### config.mk
export PLATFORM = sky130hd
export DESIGN_NAME = reservoir_sched
export DESIGN_NICKNAME = d
export VERILOG_FILES = /design/src/rtl/reservoir_pkg.sv /design/src/rtl/rr_arbiter.sv /design/src/rtl/reservoir_sched.sv
export SDC_FILE = /design/constraint.sdc
export NUM_CORES = 1
export LEC_CHECK = 0
export BUFFER_PORTS_ARGS = -buffer_cell sky130_fd_sc_hd__buf_2
export CAP_MARGIN = 20
export CORE_AREA = 5 5 81 83
export DETAILED_ROUTE_END_ITERATION = 12
export DIE_AREA = 0 0 86 88
export GPL_ROUTABILITY_DRIVEN = 0
export PLACE_DENSITY_LB_ADDON = 0.3
export SLEW_MARGIN = 20
export SYNTH_ARGS = -nofsm -noshare
export SYNTH_HDL_FRONTEND = slang
export SYNTH_SLANG_ARGS = --single-unit
### constraint.sdc
create_clock -name clk -period 2.4 [get_ports clk]
set_input_delay 0.36 -clock clk [delete_from_list [all_inputs] [get_ports clk]]
set_output_delay 0.36 -clock clk [all_outputs]
set_load 0.1 [all_outputs]
### src/rtl/reservoir_pkg.sv
// reservoir_pkg: shared state encoding and default sizing for the reservoir scheduler
package reservoir_pkg;
  typedef enum logic [1:0] {IDLE, XFER, DONE} state_t;
  localparam int DEF_CAP = 10000;
  localparam int DEF_CBITS = 14;
endpackage

### src/rtl/rr_arbiter.sv
// rr_arbiter: round-robin pick searching upward from ptr with wrap-around
module rr_arbiter #(
  parameter int NREQ = 4,
  parameter int IW = $clog2(NREQ)
) (
  input  logic [NREQ-1:0] req,
  input  logic [IW-1:0]   ptr,
  output logic [NREQ-1:0] gnt,
  output logic [IW-1:0]   idx,
  output logic            any
);
  // walk offsets from farthest to nearest so the nearest requester from ptr wins
  always_comb begin
    idx = '0;
    any = 1'b0;
    for (int k = NREQ - 1; k >= 0; k--) begin
      if (req[(int'(ptr) + k) % NREQ]) begin
        idx = IW'((int'(ptr) + k) % NREQ);
        any = 1'b1;
      end
    end
    gnt = any ? NREQ'(1) << idx : '0;
  end
endmodule

### src/rtl/reservoir_sched.sv
// reservoir_sched: arbitrates unit-by-unit load/store transfers into a bounded reservoir
module reservoir_sched
  import reservoir_pkg::*;
#(
  parameter int CAP = DEF_CAP,
  parameter int CBITS = DEF_CBITS,
  parameter int NREQ = 4,
  parameter int ABITS = 8
) (
  input  logic                    clk,
  input  logic                    rst,
  input  logic [NREQ-1:0]         req,
  input  logic [NREQ-1:0]         dir,
  input  logic [NREQ*ABITS-1:0]   amt,
  output logic [NREQ-1:0]         gnt,
  output logic                    done,
  output logic [$clog2(NREQ)-1:0] done_id,
  output logic                    short,
  output logic [CBITS-1:0]        vol,
  output logic                    full,
  output logic                    empty,
  output logic                    busy
);
  localparam int IW = $clog2(NREQ);
  state_t state;
  logic [ABITS-1:0] rem;
  logic [IW-1:0] ptr, win, a_idx;
  logic [NREQ-1:0] a_gnt;
  logic a_any, cur_dir, stop;
  rr_arbiter #(.NREQ(NREQ), .IW(IW)) u_arb (
    .req(req),
    .ptr(ptr),
    .gnt(a_gnt),
    .idx(a_idx),
    .any(a_any)
  );
  assign full = vol == CBITS'(CAP);
  assign empty = vol == '0;
  assign busy = state != IDLE;
  // a transfer ends on cancel, exhausted amount, or hitting the relevant reservoir bound
  always_comb stop = !req[win] || rem == '0 || (cur_dir ? full : empty);
  // scheduler FSM: grant, move one unit per edge, then pulse done for one cycle
  always_ff @(posedge clk) begin
    if (rst) begin
      state <= IDLE;
      vol <= '0;
      rem <= '0;
      ptr <= '0;
      win <= '0;
      cur_dir <= 1'b0;
      gnt <= '0;
      done <= 1'b0;
      short <= 1'b0;
      done_id <= '0;
    end else begin
      case (state)
        IDLE: if (a_any) begin
          win <= a_idx;
          cur_dir <= dir[a_idx];
          rem <= amt[int'(a_idx)*ABITS +: ABITS];
          gnt <= a_gnt;
          state <= XFER;
        end
        XFER: if (stop) begin
          done <= 1'b1;
          short <= !req[win] || rem != '0;
          done_id <= win;
          state <= DONE;
        end else begin
          vol <= cur_dir ? vol + 1'b1 : vol - 1'b1;
          rem <= rem - 1'b1;
        end
        DONE: begin
          done <= 1'b0;
          short <= 1'b0;
          gnt <= '0;
          ptr <= win == IW'(NREQ - 1) ? '0 : win + 1'b1;
          state <= IDLE;
        end
        default: state <= IDLE;
      endcase
    end
  end
endmodule

Yosys cells after proc, flatten, opt, wreduce, memory -nomap -nowiden

Cells that the tools add are included.

Register bits: 37
Input bits: 42
Logic and storage cells: 96

Add/sub/neg operators: 7
Order comparisons: 6
Equality and inequality tests: 7
Shifts and indexed selects: 2
Muxes and demuxes: 38
Bitwise gates (word level): 4
Reductions and logical operators: 22

Operators with widths:

| operator                                                              | count |
|---|---|
| 32-bit by 6-bit indexed part select with 8-bit output                 | 1 |
| 1-bit 2-to-1 mux                                                      | 16 |
| 8-bit 2-to-1 mux                                                      | 2 |
| 8-bit one-hot mux with 2 select lines                                 | 1 |
| 14-bit by 1-bit adder with 14-bit output (second input constant)      | 1 |
| 14-bit == test (second input constant)                                | 1 |
| 14-bit logical NOT                                                    | 1 |
| 14-bit 2-to-1 mux                                                     | 1 |
| 2-bit 2-to-1 mux                                                      | 7 |
| 14-bit by 1-bit subtractor with 14-bit output (second input constant) | 1 |
| 1-bit binary-select mux with 2-bit select                             | 6 |
| 3-bit by 4-bit < comparator with 1-bit output (second input constant) | 3 |
| 2-bit AND reduction                                                   | 6 |
| 2-bit by 3-bit < comparator with 1-bit output (second input constant) | 3 |
| 8-bit logical NOT                                                     | 1 |
| 4-bit one-hot mux with 2 select lines                                 | 1 |
| 2-bit nonzero test                                                    | 4 |
| 8-bit nonzero test                                                    | 1 |
| 8-bit by 1-bit subtractor with 8-bit output (second input constant)   | 1 |
| 2-bit inequality test (second input constant)                         | 3 |
| 2-bit OR reduction                                                    | 3 |
| 2-bit by 1-bit adder with 2-bit output (second input constant)        | 2 |
| 2-bit adder (second input constant)                                   | 2 |
| 2-bit == test (second input constant)                                 | 2 |
| other kinds (11)                                                      | 16 |

Logic depth before layout (Yosys ltp)

Gate-level depths: netlist (run 1).

Depth after elaboration: 13
Depth in mapped cells: 8

Hierarchy

A second synthesis (run 1) with hierarchy kept.

Cells, all modules: 325
Area total of the unflattened synthesis: 2,676.3 µm²

Modules (own cells, without submodules):

| module          | instances | cells an instance | area each (µm²) |
|---|---|---|---|
| reservoir_sched | 1         | 296               | 2,493.6 |
| rr_arbiter      | 1         | 29                | 182.7 |

Worst setup path before layout (run 1)

OpenSTA, ideal clock, no wires.

Path kind: register to output
Start: register vol[4]
End: output port empty
Arrival time: 3,379 ps
Data required time: 2,040 ps
Path slack: -1,339 ps
Stages on the path, launching flop included: 3
Path through: dfxtp_1 > or4_4 > nor3_1

Word-level cells in the longest chain between the ends: 1

Ends and longest elaborated chain:

| element                | line                  | text |
|---|---|---|
| from (decl)            | reservoir_sched.sv:19 | `output logic [CBITS-1:0] vol,` |
| from (signal assigned) | reservoir_sched.sv:70 | `vol <= cur_dir ? vol + 1'b1 : vol - 1'b1;` |
| 14-bit logical NOT     | reservoir_sched.sv:38 | `assign empty = vol == '0;` |
| to (decl)              | reservoir_sched.sv:21 | `output logic empty,` |

No other way between the ends.

Worst setup path in the final report (run 1)

Start: register cur_dir
End: register vol[13]

Word-level cells in the longest chain between the ends: 4

Ends and longest elaborated chain:

| element                              | line                  | text |
|---|---|---|
| from (decl)                          | reservoir_sched.sv:29 | `logic a_any, cur_dir, stop;` |
| from (signal assigned)               | reservoir_sched.sv:59 | `cur_dir <= dir[a_idx];` |
| 1-bit 2-to-1 mux                     | reservoir_sched.sv:41 | `always_comb stop = !req[win] \|\| rem == '0 \|\| (cur_dir ? full : empty);` |
| 1-bit logical OR                     | reservoir_sched.sv:41 |  |
| 1-bit inverter (no source line)      | --                    |  |
| 2-bit AND reduction (no source line) | --                    |  |

Parallel ways exist; a longest one is shown, timed or not.
A chain may end at the register's enable or synchronous reset.

==> results.tsv, run 1 <==
metric	value	unit
Cell Area, Synth	0.002700	sq mm
number of buffers added on ports	66	
fraction of the cycle the final worst path needs	95.12	%
crit path time final	2.283	ns
max frequency	0.4381	GHz
RSZ-0062 raised after global routing	false	
fraction of registers with async set or reset after synthesis	0	%
largest net degree at the start of global routing	36	
dominant cell type by area after synthesis	dfxtp_1	
row count	28	
area of the die	0.007568	sq mm
share of synthesized area occupied by flip-flops and latches	27.43	%
drt wl/cell	14.66	um
GRT met2 Usage	36.23	%
Initial Util	46.71	%
final WL	7212	um
worst-case clock skew	0.006414	ns
Worst Max-Slew Pin Slew	0.6103	ns
Die Y	88	um
total number of yosys warnings	0	
detailed-route via count	2835	
cell-by-cell listing of the critical path	inv_4 -> ha_2 -> a21oi_1 -> o21ai_0 -> or2_2 -> o21ai_1 -> mux2i_1 -> mux2_2	
max-slew violation count	0	
core utilization of the finished layout	57.77	%
top-area cell type share of the netlist area	27.43	%
Starting DRT DRC Count	112	
Critical Path Max Stage Delay	0.35	ns
status	finished clean	
leading register cell type out of synthesis	dfxtp_1	
via density per instance	5.762	
count of endpoints failing setup in the final report	0	
aggregate global-route resource usage	19.82	%
final hold violation count	0	
cells taking the most area after synthesis	dfxtp_1 (27%), ha_1 (7.0%), nand3_1 (5.4%), nand2_1 (4.7%), a21oi_1 (4.6%)	
antenna cell count	0	
GR Util met3	3.293	%
clock transition at the registers of the reported paths	0.08	ns
Core ar.	0.005781	sq mm
nets in the synthesized netlist	406	
clk_lat worst skew	0.29	ns
worst max-slew margin expressed relative to the limit	58.26	%
crit path buf inv count	1	
root buffer cell	clkbuf_8	
critical-path cell with the highest stage delay	mux2_2	
worst endpoint data arrival time	2.46	ns
global route total overflow	0	
largest fanout on the critical path	13	
number of buffers added by the clock tree synthesis step	5	
Top delay family on crit path	multiplexers	
number of global-route vias before repair	2751	
placed wire-length estimate	5451	um
cell area after layout	0.003339	sq mm
Mapped Cells	348	
kind of end point of the critical path	register	
Filler Cell Count	533	
number of nets in the layout	474	
initial antenna violation count	0	
standard cell area after detailed placement	0.003178	sq mm
met1 Track Usage GR	24.23	%
area overhead of the layout relative to synthesis	23.68	%
count of flip-flops with a built-in enable after synthesis	0	
Longest Clk Path Bufs	2	
layout cell share with drive strength beyond 1	31.18	%
Cell variety after synth	64	
CTS sink count	37	
type of origin of the critical path	register	
post-route antenna net violation count	0	
H-tree lvl count	2	
Most Crowded Layer GR	met2	
first-pass GRT wire length	12380	um
TritonCTS clock tree	done	
endpoint required time on the critical path	2.58	ns
average instance area after synthesis	7.759	sq um
Die Width	86	um
post-synthesis sequential element count	37	
final routed DRC violation total	0	
Top-Level Pins	67	
type of the setup path with the least slack	reg -> reg	
kind of path behind the tightest hold check	reg -> reg	
max-capacitance violation count	0	
detailed-router iteration count before antenna repair	4	
==> final timing paths <==
check,endpoint,from,depth (start not counted),slack (ns)
setup / recovery,vol[13]$_SDFFE_PP0P_,cur_dir$_SDFFE_PP0P_,8,0.12
hold / removal,done$_SDFFE_PP0P_,done$_SDFFE_PP0P_,2,0.46
setup reg to reg,vol[13]$_SDFFE_PP0P_,cur_dir$_SDFFE_PP0P_,8,0.12
hold reg to reg,done$_SDFFE_PP0P_,done$_SDFFE_PP0P_,2,0.46
==> cells in the final DEF, fill, tap and decap left out, drive strengths merged, types with 2 or more instances in the layout <==
cell    synthesis  layout
o21a            4       4
o311ai          3       3
o211ai          2       2
nor3           11      11
dfxtp          37      37
o21bai          4       4
a31oi           6       6
buf             7      77
a21boi          2       2
a211oi          5       5
or2             4       4
o31a            3       3
nor4            4       4
nand2          36      36
mux2            2       2
o21ai          27      27
or3             4       4
o31ai           3       3
nand3          29      29
a21oi          26      26
nor2b           6       6
o22a            3       3
and3            6       6
inv             7       8
nand2b          5       5
or4             3       3
a2111o          3       3
nor2           30      30
a32oi           7       7
xnor2           3       3
mux2i          10      10
clkbuf         10       7
ha             15      15
nand3b          5       5
==> logic make-up after synthesis <==
kind of cell    count (synthesis)  share of synthesized area [%]
mux                            13                          5.375
compound gates                108                          26.92
xor+xnor                        4                          1.298
buf+inv                        24                          3.985
simple gates                  146                          27.29
flops                          37                          27.43
fa+ha+maj                      16                          7.692
==> timing repair <==
item,CTS,global route
hold buffers,0,0
resized for setup,4,10
setup endpoints to repair,2,5
buffers inserted,0,1
pin swaps,0,1
hold endpoints to repair,0,0
==> stage by stage <==
| stage | TNS [ns] | setup slack, ns | hold WS (ns) | cells |
|---|---|---|---|---|
| final | 0 | 0.1172 | 0.4573 | 492 |
| after global routing | 0 | 0.002283 | 0.4968 | 492 |
| after CTS | 0 | 0.01256 | 0.4579 | 491 |
| after detailed placement | -0.03352 | -0.03352 | 0.4461 | 483 |
| after global placement | 0 | 0.05880 | 0.4418 | 483 |
| after floorplan | 0 | 0.02829 | 0.4636 | 348 |
==> cells in the mapped netlist (2+ instances only) <==
cell type / instances
a2111o_1: 3
nand3b_1: 5
nor2_1: 30
o21a_1: 4
clkbuf_1: 9
nand2b_1: 5
buf_4: 3
nor2b_1: 6
o22a_1: 2
a32oi_1: 7
mux2i_1: 10
a211oi_1: 5
o31a_1: 3
inv_1: 7
o31ai_1: 3
or2_2: 4
o21ai_0: 25
and3_1: 5
dfxtp_1: 37
o211ai_1: 2
ha_1: 15
nor4_1: 4
buf_2: 4
a31oi_1: 6
or3_1: 4
or4_1: 2
o21bai_1: 3
a21oi_1: 25
nor3_1: 10
nand3_1: 29
xnor2_1: 3
mux2_2: 2
o311ai_0: 2
nand2_1: 34
==> worst register-to-register path, cell delays in order, from the launching register on <==
cell,delay (ns)
dfxtp_2,0.34
inv_4,0.15
ha_2,0.34
a21oi_1,0.17
o21ai_0,0.13
or2_2,0.30
o21ai_1,0.17
mux2i_1,0.21
mux2_2,0.35
==> registers in the layout (all words and copies together), names as in the netlist <==
signal / cells
done: 1
cur_dir: 1
done_id: 2
win: 2
state: 2
ptr: 2
rem: 8
vol: 14
gnt: 4
short: 1
==> layer usage <==
| metal | part of all wire (%) | vias to the layer above |
|---|---|---|
| met4 | 1.2 | 0 |
| met2 | 49 | 91 |
| met5 | 0 | - |
| li1 | - | 1446 |
| met1 | 44 | 1290 |
| met3 | 5.8 | 8 |
==> layout make-up <==
cell class,instances,area (sq um),share of cell area [%]
clock buffers,6,93.84,2.810
clock inverters,2,15.01,0.4496
inverters,7,28.78,0.8617
multi-input cells,287,1911,57.21
flip-flops and latches,37,772.0,23.12
well taps,75,93.84,2.810
repair buffers,78,425.4,12.74
Power of run 1 is left out: the tool's default activity adds up to more than one toggle a clock period on the data nets, which glitch-free logic cannot reach.
==> run 2: changes to the inputs <==
==> constraint.sdc (replaced) <==
create_clock -name clk -period 2.4 [get_ports clk]
set_input_delay 0.36 -clock clk [delete_from_list [all_inputs] [get_ports clk]]
set_output_delay 0.36 -clock clk [all_outputs]
set_load 0.01 [all_outputs]
==> results.tsv, run 2 (synthesis gave the netlist of run 1 again) <==
metric	value	unit
status	finished clean	
kind of end point of the critical path	register	
number of buffers added on ports	66	
area overhead of the layout relative to synthesis	21.08	%
initial antenna violation count	0	
share of power burned in the clock network	11.5	%
detailed-router iteration count before antenna repair	6	
crit path time final	2.256	ns
worst endpoint data arrival time	2.44	ns
combinational power share	68.5	%
beginning of the critical path	cur_dir$_SDFFE_PP0P_	
aggregate global-route resource usage	19.60	%
global route total overflow	0	
IR drop worst, VDD	1.014	mV
layout cell share with drive strength beyond 1	26.02	%
Worst Max-Slew Pin Slew	0.9984	ns
cell-internal power	2.965	mW
final routed DRC violation total	0	
Starting DRT DRC Count	101	
cell area after layout	0.003269	sq mm
detailed-route via count	2847	
Worst R2R Path Depth	8	
standard cell area after detailed placement	0.003118	sq mm
Top-Level Pins	67	
TritonCTS clock tree	done	
Hold Path Cell Cnt	2	
Core ar.	0.005781	sq mm
number of buffers added by the clock tree synthesis step	5	
net switching power figure	2.708	mW
core utilization of the finished layout	56.56	%
WHS	0.4552	ns
area of the die	0.007568	sq mm
max-slew violation count	0	
Hold Startpoint	done$_SDFFE_PP0P_	
Initial Util	46.71	%
first-pass GRT wire length	12240	um
kind of path behind the tightest hold check	reg -> reg	
final hold violation count	0	
fraction of the cycle the final worst path needs	94.00	%
count of buffers added by post-CTS timing repair for setup	0	
commonest non-fill, non-tap cell in the layout	buf_2	
number of global-route vias before repair	2763	
Overall Power	5.674	mW
Die Width	86	um
antenna cell count	0	
worst slack at placement	-0.03012	ns
Die Y	88	um
source of the worst register-to-register timing path	cur_dir$_SDFFE_PP0P_	
final WL	7127	um
Sw Share	47.74	%
worst-case clock skew	0.008101	ns
row count	28	
largest net degree at the start of global routing	37	
root buffer cell	clkbuf_8	
type of origin of the critical path	register	
Longest Clk Path Bufs	2	
pwr/cell area	1735	mW/mm^2
slack of the critical path	0.1439	ns
drt wl/cell	14.54	um
count of endpoints failing setup in the final report	0	
Leak	1.414	nW
max-capacitance violation count	0	
CTS sink count	37	
worst max-slew margin expressed relative to the limit	33.19	%
clk_lat worst skew	0.29	ns
H-tree lvl count	2	
post-route antenna net violation count	0	
via density per instance	5.810	
endpoint required time on the critical path	2.58	ns
RSZ-0062 raised after global routing	false	
placed wire-length estimate	5359	um
clock transition at the registers of the reported paths	0.08	ns
number of nets in the layout	472	
register bank with the most flops	vol	
type of the setup path with the least slack	reg -> reg	
largest fanout on the critical path	13	
sequential share of power	20.0	%
max reg flops	14	
most used cells in the layout excluding fill and tap cells	buf_2 (66), dfxtp_1 (35), nand2_1 (34), nor2_1 (30), nand3_1 (29)	
biggest registers after layout	vol: 14 flops, rem: 8 flops, gnt: 4 flops	
max frequency	0.4432	GHz
-- run 2: cell count changes in the layout (fill, tap and decap cells not counted), sizes merged --
cell,previous run,this run
inv,8,7
buf,77,76
bufinv,0,2
clkbuf,7,5
-- run 2: through the flow --
stage,TNS [ns],instances
after floorplan,0,348
after global placement,0,482
after detailed placement,-0.03012,482
after CTS,0,490
after global routing,0,490
final,0,490
-- run 2: critical path: stages (launching register included) --
cell	delay, ns
dfxtp_2	0.36
inv_4	0.08
ha_1	0.32
a211oi_2	0.26
nor2_1	0.10
a31o_2	0.28
o21ai_1	0.17
mux2i_1	0.23
mux2_2	0.35
-- run 2: power groups by stage --
| stage | clock network [mW] | registers (mW) | logic [mW] |
|---|---|---|---|
| global placement | 0 | 1.13 | 3.74 |
| floorplan | 0 | 1.16 | 2.83 |
| finish | 0.651 | 1.14 | 3.89 |
| CTS | 0.670 | 1.13 | 3.85 |
| detailed placement | 0 | 1.14 | 3.80 |
| global route | 0.690 | 1.19 | 4.35 |
-- run 2: final timing paths --
path	endpoint	slack (ns)
max	vol[13]$_SDFFE_PP0P_	0.14
min	done$_SDFFE_PP0P_	0.46
max reg2reg	vol[13]$_SDFFE_PP0P_	0.14
min reg2reg	done$_SDFFE_PP0P_	0.46
-- run 2: metal layers --
metal	vias up	track usage, %	routed length [um]
li1	1442	-	-
met1	1273	23.66	3071
met2	117	35.11	3456
met3	15	3.763	504
met4	0	6.043	94
met5	-	0	0
-- run 2: repair_timing --
item,in CTS,in global routing
resized for setup,2,6
endpoints found under the setup margin,1,5
hold buffers,0,0
-- run 2: cell type report --
class	instances	area, sq um
Fill cell	545	2511
Multi-Input combinational cell	287	1864
Sequential cell	37	743.2
Timing Repair Buffer	76	405.4
Tap cell	75	93.84
Clock buffer	5	68.82
Clock inverter	3	65.06
Inverter	7	28.78
Power figures use the tool's default switching activity.
==> run 3: changes to the inputs <==
CORE_AREA = 5 5 77 79   (was 5 5 81 83)
DIE_AREA = 0 0 82 84   (was 0 0 86 88)
PLACE_DENSITY = 0.79   (was not set)
PLACE_DENSITY_LB_ADDON = not set   (was 0.3)
clock period = 2.2 ns   (was 2.4 ns; I/O delays follow)
==> results.tsv, run 3 (synthesis gave the netlist of run 1 again) <==
metric	value	unit
WHS	0.4542	ns
Initial Util	51.23	%
Worst Max-Slew Pin Slew	0.5935	ns
type of origin of the critical path	register	
count of endpoints failing setup in the final report	0	
IR drop worst, VDD	1.091	mV
net switching power figure	3.070	mW
detailed-route via count	2899	
Starting DRT DRC Count	175	
detailed-router iteration count before antenna repair	4	
CTS Hold Bufs	0	
first-pass GRT wire length	12300	um
Core ar.	0.005270	sq mm
number of global-route vias before repair	2758	
Worst R2R Path Depth	7	
max frequency	0.4691	GHz
core utilization of the finished layout	63.15	%
worst endpoint data arrival time	2.31	ns
Leak	1.448	nW
initial antenna violation count	0	
largest net degree at the start of global routing	34	
final WL	7340	um
r2r endpoint	vol[13]$_SDFFE_PP0P_	
type of the setup path with the least slack	reg -> reg	
final routed DRC violation total	0	
most used cells in the layout excluding fill and tap cells	buf_2 (66), nand2_1 (34), dfxtp_1 (34), nor2_1 (30), nand3_1 (29)	
H-tree lvl count	2	
Die Y	84	um
Overall Power	6.302	mW
cell area after layout	0.003328	sq mm
antenna cell count	0	
aggregate global-route resource usage	21.85	%
largest fanout on the critical path	14	
share of power burned in the clock network	8.1	%
TritonCTS clock tree	done	
number of buffers added on ports	66	
Worst Hold Path EP	done$_SDFFE_PP0P_	
pwr/cell area	1894	mW/mm^2
global route total overflow	0	
worst slack at placement	0.009156	ns
RSZ-0062 raised after global routing	true	
biggest registers after layout	vol: 14 flops, rem: 8 flops, gnt: 4 flops	
combinational power share	71.8	%
worst-case clock skew	0.009998	ns
Top-Level Pins	67	
placed wire-length estimate	5505	um
fraction of the cycle the final worst path needs	96.90	%
cell-internal power	3.233	mW
CTS sink count	37	
max-capacitance violation count	0	
row count	27	
via density per instance	5.857	
Hold Startpoint	done$_SDFFE_PP0P_	
layout cell share with drive strength beyond 1	28.37	%
clock transition at the registers of the reported paths	0.08	ns
final hold violation count	0	
status	finished clean	
kind of path behind the tightest hold check	reg -> reg	
Hold Path Cell Cnt	2	
number of buffers added by the clock tree synthesis step	5	
crit path time final	2.132	ns
commonest non-fill, non-tap cell in the layout	buf_2	
standard cell area after detailed placement	0.003192	sq mm
max reg flops	14	
clk_lat worst skew	0.29	ns
area of the die	0.006888	sq mm
Longest Clk Path Bufs	2	
root buffer cell	clkbuf_8	
Die Width	82	um
endpoint required time on the critical path	2.38	ns
Sw Share	48.71	%
worst max-slew margin expressed relative to the limit	60.44	%
register bank with the most flops	vol	
number of nets in the layout	480	
drt wl/cell	14.83	um
sequential share of power	20.1	%
slack of the critical path	0.06821	ns
source of the worst register-to-register timing path	cur_dir$_SDFFE_PP0P_	
post-route antenna net violation count	0	
register-to-register setup slack	0.07	ns
max-slew violation count	0	
kind of end point of the critical path	register	
area overhead of the layout relative to synthesis	23.26	%
run 3: cell count changes in the layout (fill, tap and decap cells not counted), sizes merged:
cell	previous run	this run
clkinv	1	2
clkbuf	5	6
buf	76	84
bufinv	2	0
run 3: what timing repair did:
item | 4_1_cts | 5_1_grt
setup endpoints to repair | 2 | 6
setup buffers | 0 | 1
pin swaps | 1 | 5
resized for setup | 2 | 11
run 3: power groups by stage:
| stage | sequential [mW] | combinational (mW) | clock (mW) |
|---|---|---|---|
| floorplan | 1.27 | 3.14 | 0 |
| global placement | 1.24 | 4.24 | 0 |
| detailed placement | 1.26 | 4.31 | 0 |
| CTS | 1.25 | 4.35 | 0.524 |
| global route | 1.31 | 5.04 | 0.557 |
| finish | 1.27 | 4.53 | 0.509 |
run 3: cell type report:
cell class / count / area [sq um]
well taps: 72 / 90.09
clock inverters: 2 / 13.76
multi-input cells: 287 / 1896
flip-flops and latches: 37 / 747.0
fillers: 497 / 1942
clock buffers: 6 / 82.58
repair buffers: 84 / 465.4
inverters: 7 / 33.78
run 3: stage by stage:
stage / cells / TNS, ns
global route: 495 / -0.07244
detailed placement: 486 / 0
finish: 495 / 0
global placement: 486 / 0
floorplan: 348 / 0
CTS: 494 / 0
run 3: how the worst max path moves through the flow:
stage,cells after the start,end,startpoint,slack (ns)
global route,8,vol[13]$_SDFFE_PP0P_,cur_dir$_SDFFE_PP0P_,-0.05
finish,7,vol[13]$_SDFFE_PP0P_,cur_dir$_SDFFE_PP0P_,0.07
floorplan,8,vol[13]$_SDFFE_PP0P_,cur_dir$_SDFFE_PP0P_,0.03
CTS,8,vol[13]$_SDFFE_PP0P_,cur_dir$_SDFFE_PP0P_,0.02
global placement,8,vol[13]$_SDFFE_PP0P_,cur_dir$_SDFFE_PP0P_,0.06
detailed placement,7,vol[7]$_SDFFE_PP0P_,cur_dir$_SDFFE_PP0P_,0.009
run 3: worst max-delay path, stage by stage (launching register included):
cell and delay (ns):
dfxtp_4 0.38, inv_8 0.06, ha_1 0.36, and4_1 0.24, a31o_2 0.26, o21ai_2 0.16, mux2i_1 0.21, mux2_2 0.34
run 3: per-layer routing:
metal | global-route usage, % | part of all wire [%] | vias up
met5 | 0 | 0 | -
met4 | 7.251 | 1.6 | 0
met3 | 4.428 | 6.0 | 14
li1 | - | - | 1461
met1 | 27.53 | 43 | 1333
met2 | 36.37 | 49 | 91
